<file path="config.mk">
export PLATFORM = sky130hd
export DESIGN_NAME = reorder_buffer
export DESIGN_NICKNAME = d
export VERILOG_FILES = /design/src/rtl/riscv_pkg.sv /design/src/rtl/reorder_buffer.sv
export SDC_FILE = /design/constraint.sdc
export NUM_CORES = 1
export LEC_CHECK = 0
export ABC_AREA = 1
export CAP_MARGIN = 5
export CORE_MARGIN = 10
export CORE_UTILIZATION = 54
export CTS_BUF_LIST = sky130_fd_sc_hd__clkbuf_16
export DETAILED_ROUTE_END_ITERATION = 7
export MAX_ROUTING_LAYER = met4
export PLACE_DENSITY = 0.84
export SYNTH_ARGS = -nofsm -noshare
export SYNTH_HDL_FRONTEND = slang
export SYNTH_SLANG_ARGS = --single-unit
</file>
<file path="constraint.sdc">
create_clock -name clk_i -period 6 [get_ports clk_i]
set_input_delay 1.2 -clock clk_i [delete_from_list [all_inputs] [get_ports clk_i]]
set_output_delay 1.2 -clock clk_i [all_outputs]
set_load 0.005 [all_outputs]
</file>
<file path="src/rtl/riscv_pkg.sv">
// ----------------------------------------------------------------------------
// riscv_pkg
//   Shared definitions for the out-of-order core back end.
//   ROB_IDX_W : width of a reorder-buffer tag (16-entry ROB by default)
//   A_REG_W   : width of an architectural register number
//   P_REG_W   : width of a physical register number
//   rob_entry_t : one reorder-buffer slot. valid/done track the life cycle,
//                 has_dest/rd/old_dest/new_dest carry the rename mapping so the
//                 previous physical register can be released at retirement.
// ----------------------------------------------------------------------------
package riscv_pkg;

    localparam int ROB_IDX_W = 4;
    localparam int A_REG_W   = 5;
    localparam int P_REG_W   = 6;

    typedef struct packed {
        logic               valid;
        logic               done;
        logic               has_dest;
        logic [A_REG_W-1:0] rd;
        logic [P_REG_W-1:0] old_dest;
        logic [P_REG_W-1:0] new_dest;
    } rob_entry_t;

endpackage

</file>
<file path="src/rtl/reorder_buffer.sv">
// ----------------------------------------------------------------------------
// reorder_buffer
//   Circular in-order retirement buffer with two allocation slots and two
//   completion ports. Retired entries hand their old physical destination
//   back to the renamer.
//
//   Build option: define ROB_DUAL_RETIRE_EN to retire up to two entries per
//   cycle; without it at most one entry retires and free_reg1_* are tied 0.
//
//   Ports
//     clk_i, rst_n_i          : rising-edge clock, synchronous active-low reset
//     allocK_valid_i/...      : rename-stage allocation request, slot K=0,1
//     alloc_ready_o           : at least two entries free
//     allocK_idx_o            : tag given to slot K this cycle
//     completeK_valid_i/idx_i : execution-done report for a tag
//     free_regK_en_o/free_regK_o : old physical register released at retire
//     flush_i                 : discard every entry
//     rob_empty_o/rob_full_o/count_o : occupancy
//
//   Handshake: an allocation slot is accepted at the rising edge exactly when
//   allocK_valid_i && alloc_ready_o. alloc_ready_o never depends on the valid
//   inputs. Completion and flush are fire-and-forget with no backpressure.
// ----------------------------------------------------------------------------
module reorder_buffer
    import riscv_pkg::*;
#(
    parameter int NUM_ENTRIES = 16,
    parameter int NUM_A_REGS  = 32,
    parameter int NUM_P_REGS  = 64
) (
    input  logic                           clk_i,
    input  logic                           rst_n_i,

    input  logic                           alloc0_valid_i,
    input  logic                           alloc0_has_dest_i,
    input  logic [$clog2(NUM_A_REGS)-1:0]  alloc0_rd_i,
    input  logic [$clog2(NUM_P_REGS)-1:0]  alloc0_old_dest_i,
    input  logic [$clog2(NUM_P_REGS)-1:0]  alloc0_new_dest_i,
    input  logic                           alloc1_valid_i,
    input  logic                           alloc1_has_dest_i,
    input  logic [$clog2(NUM_A_REGS)-1:0]  alloc1_rd_i,
    input  logic [$clog2(NUM_P_REGS)-1:0]  alloc1_old_dest_i,
    input  logic [$clog2(NUM_P_REGS)-1:0]  alloc1_new_dest_i,
    output logic                           alloc_ready_o,
    output logic [$clog2(NUM_ENTRIES)-1:0] alloc0_idx_o,
    output logic [$clog2(NUM_ENTRIES)-1:0] alloc1_idx_o,

    input  logic                           complete0_valid_i,
    input  logic [$clog2(NUM_ENTRIES)-1:0] complete0_idx_i,
    input  logic                           complete1_valid_i,
    input  logic [$clog2(NUM_ENTRIES)-1:0] complete1_idx_i,

    output logic                           free_reg0_en_o,
    output logic [$clog2(NUM_P_REGS)-1:0]  free_reg0_o,
    output logic                           free_reg1_en_o,
    output logic [$clog2(NUM_P_REGS)-1:0]  free_reg1_o,

    input  logic                           flush_i,
    output logic                           rob_empty_o,
    output logic                           rob_full_o,
    output logic [$clog2(NUM_ENTRIES):0]   count_o
);

    localparam int IDX_W = $clog2(NUM_ENTRIES);
    localparam int PTR_W = IDX_W + 1;

    rob_entry_t       entries [NUM_ENTRIES];
    logic [PTR_W-1:0] head;
    logic [PTR_W-1:0] tail;
    logic [IDX_W-1:0] head_idx;
    logic [IDX_W-1:0] tail_idx;
    logic [PTR_W-1:0] count;
    logic             acc0;
    logic             acc1;
    logic             ret0;
    logic             ret1;
    logic             retire_ok;
    logic [1:0]       n_alloc;
    logic [1:0]       n_ret;
    rob_entry_t       new0;
    rob_entry_t       new1;

    assign head_idx = head[IDX_W-1:0];
    assign tail_idx = tail[IDX_W-1:0];

    // The wrap bits make tail - head an exact occupancy from 0 to NUM_ENTRIES,
    // so no separate counter has to be kept in step with the pointers.
    assign count       = tail - head;
    assign count_o     = count;
    assign rob_empty_o = (count == '0);
    assign rob_full_o  = (count == PTR_W'(NUM_ENTRIES));

    // Readiness looks only at the current occupancy; a retirement in the same
    // cycle does not open up room early.
    assign alloc_ready_o = (count <= PTR_W'(NUM_ENTRIES - 2));
    assign alloc0_idx_o  = tail_idx;
    assign alloc1_idx_o  = tail_idx + IDX_W'(alloc0_valid_i);

    assign acc0 = alloc_ready_o & alloc0_valid_i;
    assign acc1 = alloc_ready_o & alloc1_valid_i;

    always_comb begin
        new0          = '0;
        new0.valid    = 1'b1;
        new0.has_dest = alloc0_has_dest_i;
        new0.rd       = alloc0_rd_i;
        new0.old_dest = alloc0_old_dest_i;
        new0.new_dest = alloc0_new_dest_i;
        new1          = '0;
        new1.valid    = 1'b1;
        new1.has_dest = alloc1_has_dest_i;
        new1.rd       = alloc1_rd_i;
        new1.old_dest = alloc1_old_dest_i;
        new1.new_dest = alloc1_new_dest_i;
    end

    // done is read from the registered array, so a completion landing this
    // cycle can only make its entry eligible from the next cycle on. Reset and
    // flush suppress retirement so no register is released for discarded work.
    assign retire_ok = rst_n_i & ~flush_i;
    assign ret0      = retire_ok & entries[head_idx].valid & entries[head_idx].done;

    assign free_reg0_en_o = ret0 & entries[head_idx].has_dest;
    assign free_reg0_o    = free_reg0_en_o ? entries[head_idx].old_dest : '0;

`ifdef ROB_DUAL_RETIRE_EN
    logic [IDX_W-1:0] head1_idx;

    assign head1_idx      = head_idx + IDX_W'(1);
    assign ret1           = ret0 & entries[head1_idx].valid & entries[head1_idx].done;
    assign free_reg1_en_o = ret1 & entries[head1_idx].has_dest;
    assign free_reg1_o    = free_reg1_en_o ? entries[head1_idx].old_dest : '0;
`else
    assign ret1           = 1'b0;
    assign free_reg1_en_o = 1'b0;
    assign free_reg1_o    = '0;
`endif

    assign n_alloc = {1'b0, acc0} + {1'b0, acc1};
    assign n_ret   = {1'b0, ret0} + {1'b0, ret1};

    // rd and new_dest ride along for commit-side visibility; nothing in this
    // block consumes them, so fold them into an intentionally unused signal.
    logic unused_payload;
    always_comb begin
        unused_payload = 1'b0;
        for (int i = 0; i < NUM_ENTRIES; i++) begin
            unused_payload = unused_payload ^ (^{entries[i].rd, entries[i].new_dest});
        end
    end

    always_ff @(posedge clk_i) begin
        if (!rst_n_i || flush_i) begin
            head <= '0;
            tail <= '0;
            for (int i = 0; i < NUM_ENTRIES; i++) begin
                entries[i] <= '0;
            end
        end else begin
            // Order matters: a retiring entry's clear overrides a completion
            // aimed at it. Allocations never target a live entry because
            // alloc_ready_o guarantees two free slots.
            if (complete0_valid_i && entries[complete0_idx_i].valid) begin
                entries[complete0_idx_i].done <= 1'b1;
            end
            if (complete1_valid_i && entries[complete1_idx_i].valid) begin
                entries[complete1_idx_i].done <= 1'b1;
            end
            if (ret0) begin
                entries[head_idx].valid <= 1'b0;
                entries[head_idx].done  <= 1'b0;
            end
`ifdef ROB_DUAL_RETIRE_EN
            if (ret1) begin
                entries[head1_idx].valid <= 1'b0;
                entries[head1_idx].done  <= 1'b0;
            end
`endif
            if (acc0) begin
                entries[alloc0_idx_o] <= new0;
            end
            if (acc1) begin
                entries[alloc1_idx_o] <= new1;
            end
            head <= head + PTR_W'(n_ret);
            tail <= tail + PTR_W'(n_alloc);
        end
    end

endmodule

</file>
==> summary by stage <==
Placement
The global placement routability congestion is 0.9427. The count of input and output buffers is 51. Detailed placement ended at an HPWL of approximately 20000 µm.

STA
The number of failing setup endpoints in the final timing report is 0. Clock skew on the completed layout was measured at roughly 10 ps. The max-slew headroom at the worst pin is 36.35%. The achievable clock frequency is approximately 190 MHz. The final count of hold timing violations was 0.

Setup total negative slack on the finished layout was measured at 0 ps. The slew at the pin closest to its max-slew limit is 951.2 ps. Subtracting the final worst setup slack from the clock period gives between 5000 and 6000 ps. The share of the clock period used by the worst path is 87.31%. The number of pins with negative max-slew slack in the final report was 0. Setup repair after global routing left no endpoint under its margin.

Hold timing on the final database bottoms out at a slack of 525.5 ps.

Finish
From synthesis to final layout, the design area changed by 9.779%. Cells with a size suffix above 1 make up under 10% of the layout. The fill cell total of the finished layout is 1473. The area of the multi-input gates is 4456 µm². The final net count is roughly 1300. The number of antenna diodes in the final layout is 0.

Across the whole layout, storage elements account for around 4200 µm².

Worst setup path
Measured in cells, the most critical reg-to-reg path has a length of 10. The critical path data arrival time is 4040 ps. The worst setup path is captured at an output port. The critical path is of the flip-flop to output port type. The worst setup path endpoint is free_reg0_o[3]. The endpoint of the worst-slack reg-to-reg timing path is entries[9][7]. The category of the worst setup path launch point is a flip-flop. The required time of the worst setup path is ~4800 ps.

The worst setup path startpoint is head[0]. The startpoint identified for the worst register-to-register timing path is head[0]. The setup check on the worst reg-to-reg path leaves a slack of roughly 2100 ps. The maximum fanout count along the critical path is 33.

Yosys
The Yosys step of the flow raised 0 warnings. The average instance in the mapped netlist occupies between 7 and 8 µm². The mapped netlist covers 9468 µm². The number of distinct library cells after synthesis is 36. The most used flip-flop cell after synthesis is edfxtp_1. The number of synthesized flops with an enable pin is around 110. The cell type with the highest aggregate area in the netlist is edfxtp_1. The share of synthesized area occupied by flip-flops and latches is 44.40%. Yosys attributes the largest share of cell area to edfxtp_1 (36%), nand2_1 (12%), nand3_1 (9.3%). The share of flip-flops with an asynchronous set or reset after synthesis is 0%. The synthesized instance count is between 1000 and 1500. The synthesized design contains between 150 and 200 register bits. The share of the synthesized area in the top cell type is between 30% and 40%.

Clock tree
In this run, post-CTS repair resized a total of 0 instances. The post-CTS clock slew at the launch and capture registers of the worst setup and hold paths is 60 ps. The root buffer cell is clkbuf_16.

The clock passes through at most 2 buffers. After clock tree synthesis, the setup repair step added 0 buffers. CTS saw 154 sinks. CTS built an H-tree with a depth of 4. TritonCTS built the clock tree. TritonCTS created 17 clock buffers. The count of hold buffers inserted by post-cts repair is 0. The insertion delay of the later-clocked pin in the worst-skew pair is around 440 ps.

Floorplanning
The I/O pin count is 81. The floorplan has 48 rows. The total area inside the core boundary comes to ~17000 µm². The floorplan step set the die width to 152.4 µm.

The die covers approximately 23000 µm². The initial utilization of the core area, before any placement, comes to 54.93%. The die is about 150 µm tall.

Power and ir drop
The worst supply voltage drop on vdd is around 0.00021 V. The power density over cell area is about 230 nW/µm². Summed over all cells, the static leakage comes to 4.321 nW.

Global route
The total overflow reported by the global router is 0. The via count of the first global-routing pass is between 8000 and 9000. Entering global routing, the biggest net connects 54 pins. The first global-routing pass estimated roughly 44000 µm of wire. The number of antenna violations at the first check in global routing is 0. Across every metal layer, demand over resource in global routing totals around a quarter.

Drt
The total vias in the final route is approximately 9100. Wires add up to between 20000 and 30000 µm. The pre-antenna-repair detailed-routing pass consisted of 8 iterations.

The total DRC errors in the routed layout is 0. The detail-routed net length per standard cell is approximately 19 µm. The via-per-instance ratio is between 6 and 7. The count of nets left with antenna violations after detail routing is 0. The initial DRC count is between 1500 and 2000.

Run
The tool flagged a number of max-cap violations equal to 0.

Status
The flow ran to the end, and the final reports show no timing, DRC or antenna violations.

Hold path
The worst hold path belongs to the class flip-flop to flip-flop.
## synth_stat cells (2+ instances only)
library cell,number
a21oi_1,15
and2_1,3
buf_1,11
buf_2,28
buf_4,15
buf_6,9
clkbuf_1,16
clkinv_1,2
dfxtp_1,42
edfxtp_1,112
fa_1,2
ha_1,9
inv_1,85
inv_2,6
nand2_1,315
nand2_2,2
nand2_4,7
nand3_1,175
nand4_1,7
nand4_4,2
nor2_1,171
nor2_2,2
nor2_4,10
o21ai_0,100
o21ai_1,42
o22ai_1,56
xnor2_1,5
xor2_1,4
## placed cells by master (no fill, tap or decap), types with 3 or more instances in the layout
master,n
o21ai_0,100
edfxtp_1,112
inv_6,5
clkinv_1,5
and2_1,3
conb_1,7
nor2_1,171
nand4_1,7
clkbuf_16,17
inv_2,6
clkinv_2,3
xor2_1,4
dfxtp_1,42
inv_1,85
o22ai_1,56
nor2_4,10
buf_4,5
ha_1,9
a21oi_1,15
nand2_4,7
nand2_1,315
clkdlybuf4s50_1,51
nand3_1,175
o21ai_1,42
xnor2_1,5
## through the flow
step	setup slack (ps)	cell area (µm²)	cells	power, W	utilization (%)
final	761.6	10390	1500	0.002402	60.30
after global routing	599.0	10390	1500	0.002461	60.30
after CTS	806.5	10390	1500	0.002389	60.30
after detailed placement	1328	9844	1468	0.001399	57.11
after global placement	1445	9844	1468	0.001392	57.11
after floorplan	2675	9490	1267	0.001329	-
## critical path: stages (launching register included)
cell	delay, ps
dfxtp_1	810
inv_2	290
nand2_1	150
buf_4	390
nor2_1	80
nor2_1	90
nand2_1	60
nand2_1	50
nand2_1	80
nor2_4	360
and2_1	350
nand2_2	160
nor2_1	150
clkdlybuf4s50_1	560
## layer usage
metal,vias up,part of all wire [%],GRT usage [%]
li1,4234,-,-
met5,-,0,-
met4,0,3.6,10.04
met1,4091,37,29.54
met2,643,47,38.02
met3,101,12,4.911
## registers in the layout, summed over array words and instances (netlist names)
name,flops
tail,5
entries,144
head,5
## how the worst min path moves through the flow
stage	startpoint	end	slack (ps)	cells after the start
3_5_place_dp	entries[4][19]	entries[4][19]	510	2
6_report	entries[0][19]	entries[0][19]	530	2
4_1_cts	entries[5][19]	entries[5][19]	530	2
5_1_grt	entries[6][19]	entries[6][19]	550	2
3_3_place_gp	entries[4][19]	entries[4][19]	510	2
2_1_floorplan	entries[0][19]	entries[0][19]	470	2
## logic make-up after synthesis
| group | share of synthesized area (%) |
|---|---|
| XOR/XNOR | 0.8325 |
| AO/OA/AOI/OAI | 12.07 |
| AND/OR/NAND/NOR | 32.27 |
| buffers and inverters | 8.775 |
| adder cells (fa/ha/maj) | 1.612 |
| flip-flops | 44.40 |
| other | 0.03961 |
## where the power goes
group          total, W  switching (W)  internal (W)
Combinational  0.000192       0.000137     0.0000548
Clock           0.00102       0.000448      0.000569
Sequential      0.00119      0.0000157       0.00118
Total           0.00240       0.000601       0.00180
## cell type report
| class | instances | share of cell area, % |
|---|---|---|
| clock buffer | 17 | 4.093 |
| clock inverter | 15 | 1.192 |
| inverter | 94 | 3.419 |
| multi-input combinational | 939 | 42.87 |
| sequential | 154 | 40.45 |
| tap | 225 | 2.709 |
| timing repair buffer | 56 | 5.273 |
(Power assumes the default switching activity.)
